File: src/rtl/sar_pkg.sv
// Shared types and constants for the SAR conversion cycle controller.
package sar_pkg;

   typedef enum logic [1:0] {
      ST_IDLE  = 2'd0,
      ST_CONV  = 2'd1,
      ST_DONE  = 2'd2,
      ST_FAULT = 2'd3
   } sar_state_t;

   localparam int CF_THERMO = 0;
   localparam int CF_ONEHOT = 1;

   localparam int TMO_W = 16;

endpackage

File: src/rtl/sar_sync.sv
// Single-bit synchroniser of parametrised depth with synchronous clear.
module sar_sync #(
   parameter int DEPTH = 2
) (
   input  logic clk,
   input  logic rst,
   input  logic d,
   output logic q
);

   logic [DEPTH-1:0] stg;

   always_ff @(posedge clk) begin
      if (rst) stg <= '0;
      else     stg <= {stg[DEPTH-2:0], d};
   end

   assign q = stg[DEPTH-1];

endmodule

File: src/rtl/sar_cycle_ctrl.sv
// SAR conversion sequencer: counts comparator-ready strobes inside a CKS window,
// assembles the result MSB-first and flags completion, abort and timeout.
//
// state    | meaning
// ST_IDLE  | waiting for CKS rise; CF and FINAL held at zero
// ST_CONV  | collecting decisions, timeout timer running
// ST_DONE  | all N decisions taken; results frozen until CKS low
// ST_FAULT | decision gap exceeded TIMEOUT; partial result frozen, ERR set
module sar_cycle_ctrl
   import sar_pkg::*;
#(
   parameter int N           = 8,
   parameter int CF_MODE     = 0,
   parameter int SYNC_STAGES = 2,
   parameter int TIMEOUT     = 255
) (
   input  logic         CLK,
   input  logic         RST,
   input  logic         CKS,
   input  logic         RDY,
   input  logic         COMP,
   output logic [N-1:0] CF,
   output logic [N-1:0] DOUT,
   output logic         FINAL,
   output logic         VALID,
   output logic         BUSY,
   output logic         ERR
);

   localparam int CW = $clog2(N + 1);

   logic rdy_s, cks_s, comp_s;
   logic rdy_h, cks_h;
   logic rdy_evt, cks_rise;

   sar_state_t        state_q, state_n;
   logic [CW-1:0]     cnt_q, cnt_n;
   logic [TMO_W-1:0]  tmo_q, tmo_n;
   logic [N-1:0]      cf_q, cf_n, dout_q, dout_n;
   logic              final_q, final_n, valid_q, valid_n, err_q, err_n, busy_q;

   sar_sync #(.DEPTH(SYNC_STAGES)) u_sync_rdy  (.clk(CLK), .rst(RST), .d(RDY),  .q(rdy_s));
   sar_sync #(.DEPTH(SYNC_STAGES)) u_sync_cks  (.clk(CLK), .rst(RST), .d(CKS),  .q(cks_s));
   sar_sync #(.DEPTH(SYNC_STAGES)) u_sync_comp (.clk(CLK), .rst(RST), .d(COMP), .q(comp_s));

   assign rdy_evt  = rdy_s & ~rdy_h;
   assign cks_rise = cks_s & ~cks_h;

   always_comb begin
      state_n = state_q;
      cnt_n   = cnt_q;
      tmo_n   = tmo_q;
      cf_n    = cf_q;
      dout_n  = dout_q;
      final_n = final_q;
      valid_n = 1'b0;
      err_n   = err_q;

      case (state_q)
         ST_IDLE: begin
            cf_n    = '0;
            final_n = 1'b0;
            if (cks_rise) begin
               state_n = ST_CONV;
               dout_n  = '0;
               err_n   = 1'b0;
               cnt_n   = '0;
               tmo_n   = TMO_W'(TIMEOUT);
            end
         end
         ST_CONV: begin
            // Abort takes priority over a decision arriving in the same cycle.
            if (!cks_s) begin
               state_n = ST_IDLE;
               cf_n    = '0;
               final_n = 1'b0;
            end else if (rdy_evt) begin
               for (int i = 0; i < N; i++)
                  if (i == N - 1 - int'(cnt_q)) dout_n[i] = comp_s;
               if (CF_MODE == CF_THERMO)
                  cf_n = {1'b1, cf_q[N-1:1]};
               else if (cnt_q == '0)
                  cf_n = {1'b1, {(N-1){1'b0}}};
               else
                  cf_n = cf_q >> 1;
               cnt_n = cnt_q + CW'(1);
               tmo_n = TMO_W'(TIMEOUT);
               if (int'(cnt_q) == N - 1) begin
                  state_n = ST_DONE;
                  final_n = 1'b1;
                  valid_n = 1'b1;
               end
            end else if (tmo_q == TMO_W'(1)) begin
               state_n = ST_FAULT;
               err_n   = 1'b1;
            end else begin
               tmo_n = tmo_q - TMO_W'(1);
            end
         end
         ST_DONE, ST_FAULT: begin
            if (!cks_s) begin
               state_n = ST_IDLE;
               cf_n    = '0;
               final_n = 1'b0;
            end
         end
         default: state_n = ST_IDLE;
      endcase
   end

   always_ff @(posedge CLK) begin
      if (RST) begin
         state_q <= ST_IDLE;
         cnt_q   <= '0;
         tmo_q   <= '0;
         cf_q    <= '0;
         dout_q  <= '0;
         final_q <= 1'b0;
         valid_q <= 1'b0;
         err_q   <= 1'b0;
         busy_q  <= 1'b0;
         rdy_h   <= 1'b0;
         cks_h   <= 1'b0;
      end else begin
         state_q <= state_n;
         cnt_q   <= cnt_n;
         tmo_q   <= tmo_n;
         cf_q    <= cf_n;
         dout_q  <= dout_n;
         final_q <= final_n;
         valid_q <= valid_n;
         err_q   <= err_n;
         busy_q  <= (state_n == ST_CONV);
         rdy_h   <= rdy_s;
         cks_h   <= cks_s;
      end
   end

   assign CF    = cf_q;
   assign DOUT  = dout_q;
   assign FINAL = final_q;
   assign VALID = valid_q;
   assign BUSY  = busy_q;
   assign ERR   = err_q;

endmodule

File: config.mk
export PLATFORM = sky130hd
export DESIGN_NAME = sar_cycle_ctrl
export DESIGN_NICKNAME = d
export VERILOG_FILES = /design/src/rtl/sar_pkg.sv /design/src/rtl/sar_sync.sv /design/src/rtl/sar_cycle_ctrl.sv
export SDC_FILE = /design/constraint.sdc
export NUM_CORES = 1
export LEC_CHECK = 0
export BUFFER_PORTS_ARGS = -buffer_cell sky130_fd_sc_hd__clkbuf_2
export CORE_ASPECT_RATIO = 1.5
export CORE_MARGIN = 3
export CORE_UTILIZATION = 36
export CTS_CLUSTER_DIAMETER = 120
export DETAILED_ROUTE_END_ITERATION = 10
export SYNTH_ARGS = -nofsm -noshare
export SYNTH_HDL_FRONTEND = slang
export SYNTH_SLANG_ARGS = --single-unit
File: constraint.sdc
create_clock -name CLK -period 3.1 [get_ports CLK]
set_input_delay 0 -clock CLK [delete_from_list [all_inputs] [get_ports CLK]]
set_output_delay 0 -clock CLK [all_outputs]
set_load 0.02 [all_outputs]
==> key figures <==
CTS
  • Post-CTS setup buffer count: 0
  • CTS tree: built
  • H-tree level count: 2
  • CTS buffer count: 5
  • Clock slew at reported path FFs: 90 ps
  • Root buf cell: clkbuf_8
  • Clock latency on the worst-skew pair: 300 ps
  • Max clock buf depth: 2
  • Sink Count: 50
  • Gates resized, CTS repair: 0

Detailed routing
  • DRT iter0 DRCs: 70
  • Final wirelength: 4.52 mm
  • Via density: 5.21
  • Vias post-DR: 1771
  • Final ANT Viol Nets: 0
  • WL per Instance: 13.3 um
  • # DRC: 0
  • First-pass DRT Iterations: 4

Timing
  • RSZ-0062 raised after global routing: false
  • Clk_skew: 7.17 ps
  • Endpoints failing hold: 0
  • Slew @ Worst Pin: 729 ps
  • Post-layout min period: 2410 ps
  • Max Transition Viols Final: 0
  • Fmax: 414 MHz
  • Worst relative slew slack: 0.511
  • Final setup TNS: 0 ps
  • Setup-failing EPs final: 0
  • Fin crit share: 0.779

Synth
  • Yosys top cell by area: dfxtp_1
  • Post-Synth XOR/XNOR Area: 0.0439
  • Synth Area in Simple Gates: 0.258
  • Number of synthesized flops with an enable pin: 0
  • Area of the mapped netlist: 2190 sq um
  • Area contributors post-synth: dfxtp_1 46%, nor2_1 6.5%, a21oi_1 4.3%
  • Syn_nets: 252
  • Mux cell area share after synthesis: 0
  • Synth Register Bits: 50
  • Adder-cell share of the synthesized area: 0.0342
  • Largest family of logic cells by synthesized area: simple AND/OR/NAND/NOR gates
  • Syn Area/Cell: 9.10 sq um
  • Share of the synthesized area in the top cell type: 0.456
  • Top_reg_cell synth: dfxtp_1
  • Synth unique cells: 49
  • Post-synthesis compound-gate area fraction: 0.177
  • Post-synth ARST share: 0
  • Mapped Cells: 241
  • Register area share after synthesis: 0.456
  • Synth warnings: 0

Floorplanning
  • Die area: 7080 sq um
  • Die width: 69.7 um
  • Die height: 102 um
  • Core ar.: 5870 sq um
  • Initial core utilization: 0.374
  • Ports: 25
  • FP Rows: 34

Global routing
  • Vias in the first global route: 1675
  • Tot GR Track Use: 0.137
  • First-pass GRT wire length: 7.69 mm
  • Largest net degree at the start of global routing: 39
  • Antenna violations before repair: 0
  • Total grt overflow: 0

Placed design
  • # port buffers: 24
  • Routability cong.: 0.756
  • Final HPWL DP: 3.29 mm
  • Placed cell areas: 2380 sq um

Finish
  • Filler cell count: 615
  • Post-layout nets: 278
  • Post-Layout Inst Area: 2510 sq um
  • Layout cells sized above 1: 0.172
  • Area Overhead vs Synth: 14.3%
  • Diodes inserted: 0

Hold path
  • Hold Crit Class: input port to flip-flop

Worst setup path
  • Critical path buffers and inverters: 0
  • CP max stage delay: 570 ps
  • CP required: 3330 ps
  • CP Class: flip-flop to flip-flop
  • Critical-path top delay cell: or4b_2
  • CP endpoint kind: flip-flop
  • Critical path cell sequence: ha_1 > or4b_2 > or4_4 > or3_4 > a31o_1 > a31oi_1
  • Crit path DAT: 2640 ps
  • Crit-path max FO: 5
  • Cell family with most CP delay: simple AND/OR/NAND/NOR gates
  • CP Launch Type: flip-flop

Power
  • Pwr Density: 468 nW/um^2
  • LEAKAGE: 0.953 nW
  • VDD IR max: 0.317 mV

Job
  • Number of max-cap violations: 0

Outcome
  • Status: completed
[Yosys cell counts (2+ instances only)]
cell        n
a211oi_1    2
a21o_1      2
a21oi_1    19
a22oi_1     7
a311oi_1    2
a31oi_1     3
and2_1      2
and4b_1     2
buf_1       2
clkbuf_1    9
dfxtp_1    50
ha_1        6
inv_1       7
nand2_1     3
nand2b_1   14
nand3_1     3
nor2_1     38
nor2b_1    10
nor3_1      6
nor4_1      2
nor4b_1     2
o21ai_0     4
o2bb2ai_1   7
or3_1       2
or3_2       2
or4_4       3
xnor2_1    10
[routing by layer]
metal | global-route usage | routed length, um | vias to the layer above
li1 | - | - | 910
met1 | 0.147 | 1910 | 817
met2 | 0.246 | 2350 | 35
met3 | 0.0357 | 155 | 9
met4 | 0.0737 | 111 | 0
met5 | 0 | 0 | -
[repair_timing]
action                                  in CTS  in global routing
endpoints found under the hold margin        3                  0
endpoints found under the setup margin       0                  0
hold buffers                                 3                  0
[layout by cell type, fill, tap and decap left out, types with 2 or more instances in the layout]
cell type | synthesis | final
nor4b_1 | 2 | 2
a211oi_1 | 2 | 2
a21o_1 | 2 | 2
dfxtp_1 | 50 | 50
o2bb2ai_1 | 7 | 7
nor4_1 | 2 | 2
a21oi_1 | 19 | 19
nor3_1 | 6 | 6
buf_4 | 0 | 3
clkbuf_8 | 0 | 6
nand2b_1 | 14 | 14
a31oi_1 | 3 | 3
a311oi_1 | 2 | 2
xnor2_1 | 10 | 10
ha_1 | 6 | 6
dlygate4sd3_1 | 0 | 3
nand2_1 | 3 | 3
and2_1 | 2 | 2
inv_1 | 7 | 7
nor2_1 | 38 | 38
nor2b_1 | 10 | 10
nand3_1 | 3 | 3
a22oi_1 | 7 | 7
or4_4 | 3 | 3
o21ai_0 | 4 | 4
or3_2 | 2 | 2
and4b_1 | 2 | 2
clkbuf_2 | 0 | 24
or3_1 | 2 | 2
[registers in the layout, summed over array words and instances, names as in the netlist]
| register | count |
|---|---|
| BUSY | 1 |
| CF | 8 |
| DOUT | 8 |
| ERR | 1 |
| FINAL | 1 |
| VALID | 1 |
| cks_h | 1 |
| cnt_q | 4 |
| rdy_h | 1 |
| state_q | 2 |
| tmo_q | 16 |
| u_sync_cks.stg | 2 |
| u_sync_comp.stg | 2 |
| u_sync_rdy.stg | 2 |
[final timing paths]
check                     from                 to  slack (ps)  depth (start not counted)
max                   tmo_q[0]           tmo_q[2]         690                          6
min                        RST              CF[1]         340                          2
max reg2reg           tmo_q[0]           tmo_q[2]         690                          6
min reg2reg  u_sync_cks.stg[0]  u_sync_cks.stg[1]         440                          1
[where the power goes]
group | leakage, nW | internal, mW | switching [mW]
Combinational | 0.499 | 0.0520 | 0.0572
Sequential | 0.406 | 0.659 | 0.0158
Clock | 0.0482 | 0.180 | 0.209
[logic make-up after synthesis]
| kind of cell | Yosys count |
|---|---|
| and+or+nand+nor | 99 |
| AOI/OAI and AO/OA | 57 |
| DFF | 50 |
| buffers and inverters | 18 |
| xor gates and xnor gates | 11 |
| adders and majority gates | 6 |
[area by class of cell]
type	count	area [sq um]	share of cell area
Sequential cell	50	1000	0.399
Inverter	7	26.3	0.0105
Clock inverter	1	5.00	0.00200
Clock buffer	7	86.3	0.0344
Timing Repair Buffer	30	173	0.0689
Multi-Input combinational cell	173	1120	0.449
Tap cell	72	90.1	0.0359
[stage by stage]
| step | instances | util | total power, mW | hold WS, ps | setup WS (ps) |
|---|---|---|---|---|---|
| floorplan | 241 | - | 0.773 | 128 | 796 |
| global placement | 329 | 0.406 | 0.795 | 207 | 730 |
| CTS | 340 | 0.427 | 1.19 | 345 | 675 |
| global route | 340 | 0.427 | 1.23 | 412 | 571 |
| detailed placement | 329 | 0.406 | 0.797 | 214 | 696 |
| finish | 340 | 0.427 | 1.17 | 342 | 685 |
No activity file was read; power rests on OpenSTA's default activity.
